### src/rtl/sipo_pkg.sv
// Shared constants, counter-width helper and collector state type for the deserializer.
// No logic. No backpressure.
package sipo_pkg;

  localparam int WIDTH_DEF     = 4;
  localparam bit MSB_FIRST_DEF = 1'b1;

  typedef enum logic {
    IDLE     = 1'b0,
    ASSEMBLE = 1'b1
  } col_state_t;

  // Bits needed to count 0..v-1; legal widths start at 2, so the result is never 0.
  function automatic int clog2(input int v);
    int r;
    r = 0;
    for (int i = 0; i < 31; i++) begin
      if ((1 << i) < v) r = i + 1;
    end
    return r;
  endfunction

endpackage

### src/rtl/sipo_collect.sv
// Shift register and bit counter with sof realignment; word/word_done are combinational from this edge's bit.
// Latency: word_done asserts in the cycle of the last bit. No backpressure: it always accepts bits.
module sipo_collect
  import sipo_pkg::*;
#(
  parameter int WIDTH     = WIDTH_DEF,
  parameter bit MSB_FIRST = MSB_FIRST_DEF
) (
  input  logic             clk,
  input  logic             reset,
  input  logic             clr,
  input  logic             sin,
  input  logic             sin_valid,
  input  logic             sof,
  output logic [WIDTH-1:0] word,
  output logic             word_done,
  output logic             busy
);

  localparam int CW = clog2(WIDTH);

  logic [WIDTH-1:0] sreg, sreg_nxt, base;
  logic [CW-1:0]    cnt, cnt_nxt, cnt_base;
  col_state_t       state;

  assign state = (cnt == '0) ? IDLE : ASSEMBLE;
  assign busy  = (state == ASSEMBLE);
  assign word  = sreg_nxt;

  always_ff @(posedge clk or negedge reset) begin
    if (!reset) begin
      sreg <= '0;
      cnt  <= '0;
    end else begin
      sreg <= sreg_nxt;
      cnt  <= cnt_nxt;
    end
  end

  always_comb begin
    sreg_nxt  = sreg;
    cnt_nxt   = cnt;
    base      = sreg;
    cnt_base  = cnt;
    word_done = 1'b0;
    if (clr) begin
      sreg_nxt = '0;
      cnt_nxt  = '0;
    end else if (sin_valid) begin
      // A new word (or a realignment) starts from an empty register so stale bits never leak in.
      if (sof || state == IDLE) begin
        base     = '0;
        cnt_base = '0;
      end
      if (MSB_FIRST) sreg_nxt = {base[WIDTH-2:0], sin};
      else           sreg_nxt = {sin, base[WIDTH-1:1]};
      if (cnt_base == CW'(WIDTH - 1)) begin
        word_done = 1'b1;
        cnt_nxt   = '0;
      end else begin
        cnt_nxt = cnt_base + CW'(1);
      end
    end
  end

endmodule

### src/rtl/sipo_deser.sv
// Serial-to-parallel deserializer with a valid/ready output holding register; dout updates on the last-bit edge.
// Backpressure: a word completing while dout is held unaccepted is dropped and sets sticky overrun.
module sipo_deser
  import sipo_pkg::*;
#(
  parameter int WIDTH     = WIDTH_DEF,
  parameter bit MSB_FIRST = MSB_FIRST_DEF
) (
  input  logic             clk,
  input  logic             reset,
  input  logic             clr,
  input  logic             sin,
  input  logic             sin_valid,
  input  logic             sof,
  output logic [WIDTH-1:0] dout,
  output logic             dout_valid,
  input  logic             dout_ready,
  output logic             busy,
  output logic             overrun
);

  logic [WIDTH-1:0] word;
  logic             word_done;

  sipo_collect #(
    .WIDTH     (WIDTH),
    .MSB_FIRST (MSB_FIRST)
  ) u_collect (
    .clk       (clk),
    .reset     (reset),
    .clr       (clr),
    .sin       (sin),
    .sin_valid (sin_valid),
    .sof       (sof),
    .word      (word),
    .word_done (word_done),
    .busy      (busy)
  );

  always_ff @(posedge clk or negedge reset) begin
    if (!reset) begin
      dout       <= '0;
      dout_valid <= 1'b0;
      overrun    <= 1'b0;
    end else if (clr) begin
      dout       <= '0;
      dout_valid <= 1'b0;
      overrun    <= 1'b0;
    end else if (word_done) begin
      // The held word leaving on this edge frees the register for the new one.
      if (!dout_valid || dout_ready) begin
        dout       <= word;
        dout_valid <= 1'b1;
      end else begin
        overrun <= 1'b1;
      end
    end else if (dout_valid && dout_ready) begin
      dout_valid <= 1'b0;
    end
  end

endmodule

### config.mk
export PLATFORM = sky130hd
export DESIGN_NAME = sipo_deser
export DESIGN_NICKNAME = d
export VERILOG_FILES = /design/src/rtl/sipo_pkg.sv /design/src/rtl/sipo_collect.sv /design/src/rtl/sipo_deser.sv
export SDC_FILE = /design/constraint.sdc
export NUM_CORES = 1
export LEC_CHECK = 0
export ABC_AREA = 0
export CAP_MARGIN = 20
export CORE_MARGIN = 1.5
export CORE_UTILIZATION = 30
export CTS_CLUSTER_DIAMETER = 50
export DETAILED_ROUTE_END_ITERATION = 6
export MAX_ROUTING_LAYER = met4
export PLACE_DENSITY = 0.65
export SLEW_MARGIN = 20
export SYNTH_ARGS = -nofsm -noshare
export SYNTH_HDL_FRONTEND = slang
export SYNTH_SLANG_ARGS = --single-unit
### constraint.sdc
create_clock -name clk -period 1.55 [get_ports clk]
set_input_delay 0.31 -clock clk [delete_from_list [all_inputs] [get_ports clk]]
set_output_delay 0.31 -clock clk [all_outputs]
set_load 0.1 [all_outputs]
==> out/results.tsv <==
metric	value	unit
vias	411	
fmax	0.685	GHz
clock_latency	0.26	ns
initial_utilization	32.1	%
yosysWarnings	0	
die_area	2110	sq um
p_int	0.455	mW
pwr-share-clk	30.5	%
cpMaxStageDelayCell	dfrtp_1	
drt_iter0_markers	4	
worst_slew_pin_slew	0.502	ns
synth_edf_count	0	
p_per_area	732	nW/um^2
critical_path_arrival	1.61	ns
reg2reg_depth	4	
syn_area	554	sq um
leakage	0.405	nW
die_w	46.0	microns
power_frac_comb	21.8	%
synth_top_area_cell	dfrtp_1	
vias_per_cell	4.57	
overflow	0	
cts_buffer_depth	2	
pwr-share-seq	47.7	%
antenna_found_initial	0	
yosysUniqueCellTypes	20	
whs	0.381	ns
layoutNonFillerInstCount	90	
synth_common_cells	dfrtp_1 (11), nor2_1 (5)	
syn-num-nets	50	
crit_fanout	4	
nets	74	
cp-end-kind	flip-flop	
ys_ff_latch	11	
clk_root_buffer_cell	clkbuf_4	
clkTransAtPathRegs	0.07	ns
slew_violations	0	
h-tree-depth	1	
yosys.cell_count.top_type	dfrtp_1	
setup_viol	0	
cts_setup_buffers	0	
slowest_delay	0.41	ns
coreArea	1730	sq um
num_io_pins	14	
crit_cells	4	
num_rows	15	
cts_made_buffers	3	
reg2reg_slack	0.09	ns
drive_gt1_share	49.2	%
crit_family	flip-flops	
die_h	46.0	microns
switchingPower	0.177	mW
dp_hpwl	894	microns
clock_sinks	11	
yosys-top-cells-area	dfrtp_1 (50%), nor4b_2 (5.4%), nand2b_4 (5.0%), buf_6 (4.1%), mux2_1 (4.1%)	
drt_pass1_iterations	4	
hold_class	in2async	
ant_nets	0	
grt_pass1_vias	428	
numPortBuffers	13	
worst_ir_drop_vdd	0.000302	V
place_inst	86	
finalCritPeriodShare	94.2	%
status	finished clean	
synthArstFlopShare	100	%
critPathKind	reg2reg	
critPathBufInv	0	
rsz0062_at_grt	no	
synth.avg_cell_area	13.2	sq um
wirelength	1110	microns
p_sw_share	28.0	%
area_growth	55.8	%
hold_viol	0	
yosysTopAreaCellShare	49.7	%
grt_pass1_wl	1900	microns
num_antenna_cells	0	
crit_path_start_kind	flip-flop	
period_minus_slack	1.46	ns
grt.total_usage	13.4	%
cts_tree	done	
grt_max_degree	12	
synth_ff_type	dfrtp_1	
cp_cell_sequence	nor2b_2 > ha_2 > a31oi_4 > mux2_2	
cp.required	1.70	ns
yosysSeqAreaShare	49.7	%
wire_per_inst	12.3	microns
maxCapViolCount	0	
skew	0.00169	ns
num-fill-cells	165	
drc	0	
syn_inst	42	
max_slew_margin	66.4	%
globalplace.congestion	0.729	
[kinds of logic after synthesis]
| group | after synthesis | share of synthesized area [%] |
|---|---|---|
| mux | 6 | 11.7 |
| fa+ha+maj | 1 | 2.26 |
| simple gates | 15 | 20.8 |
| buf+inv | 3 | 4.74 |
| flops | 11 | 49.7 |
| compound gates | 6 | 10.8 |
[cell type report]
cell class	instances	area [sq um]	area share [%]
clock buffer	4	26.3	3.04
tap	25	31.3	3.62
multi-input combinational	28	263	30.4
inverter	1	3.75	0.435
timing repair buffer	21	263	30.4
sequential	11	277	32.0
[what timing repair did]
item	in CTS	in global routing
endpoints found under the hold margin	0	0
gates resized for setup	1	3
pin swaps	1	0
endpoints found under the setup margin	4	5
hold buffers	0	0
[stage by stage]
step	power (mW)	utilization (%)	setup TNS (ns)	setup WS [ns]	instance area (sq um)
2_1_floorplan	0.381	-	0	0.0627	556
3_3_place_gp	0.441	47.8	-1.13	-0.277	825
3_5_place_dp	0.443	47.8	-1.31	-0.316	825
4_1_cts	0.637	49.4	0	0.0347	853
5_1_grt	0.668	50.0	0	0.0267	863
6_report	0.632	50.0	0	0.0897	863
[placed cells by master (no fill, tap or decap), drive strengths merged]
cell           Yosys  final
nor2               6      6
a211oi             1      1
clkdlybuf4s50      0      5
nor4               1      1
a21o               2      2
nand2b             2      2
clkbuf             0      4
dfrtp             11     11
dlymetal6s2s       0      1
inv                1      1
nor2b              2      2
a31oi              1      1
nand2              2      2
nor4b              2      2
a21oi              1      1
ha                 1      1
mux2i              2      2
buf                2     15
o21ba              1      1
mux2               4      4
[path summary, 6_finish.rpt]
check | from | to
setup / recovery | u_collect.cnt[0]$_DFFE_PN0P_ | dout[2]$_DFFE_PN0P_
hold / removal | reset | u_collect.sreg[0]$_DFF_PN0_
setup reg to reg | u_collect.cnt[0]$_DFFE_PN0P_ | dout[2]$_DFFE_PN0P_
hold reg to reg | u_collect.sreg[2]$_DFF_PN0_ | u_collect.sreg[2]$_DFF_PN0_
max in group asynchronous | reset | dout_valid$_DFFE_PN0P_
min in group clk | sof | u_collect.cnt[0]$_DFFE_PN0P_
[per-layer routing]
| metal | wire length, microns | vias up | global-route usage (%) |
|---|---|---|---|
| met3 | 23 | 2 | 3.57 |
| met5 | 0 | - | - |
| li1 | - | 191 | - |
| met4 | 17 | 0 | 6.86 |
| met2 | 558 | 8 | 19.4 |
| met1 | 506 | 210 | 17.0 |
[flip-flops by register name, indices dropped and copies added, names as in the netlist]
signal / count
dout: 4
u_collect.sreg: 3
u_collect.cnt: 2
dout_valid: 1
overrun: 1
[power groups by stage]
stage               Clock, mW  Combinational, mW  Sequential (mW)
floorplan                   0             0.0594            0.322
global placement            0              0.136            0.306
detailed placement          0              0.137            0.306
CTS                     0.200              0.138            0.300
global route            0.220              0.146            0.302
finish                  0.193              0.138            0.301
Power figures use the tool's default switching activity.
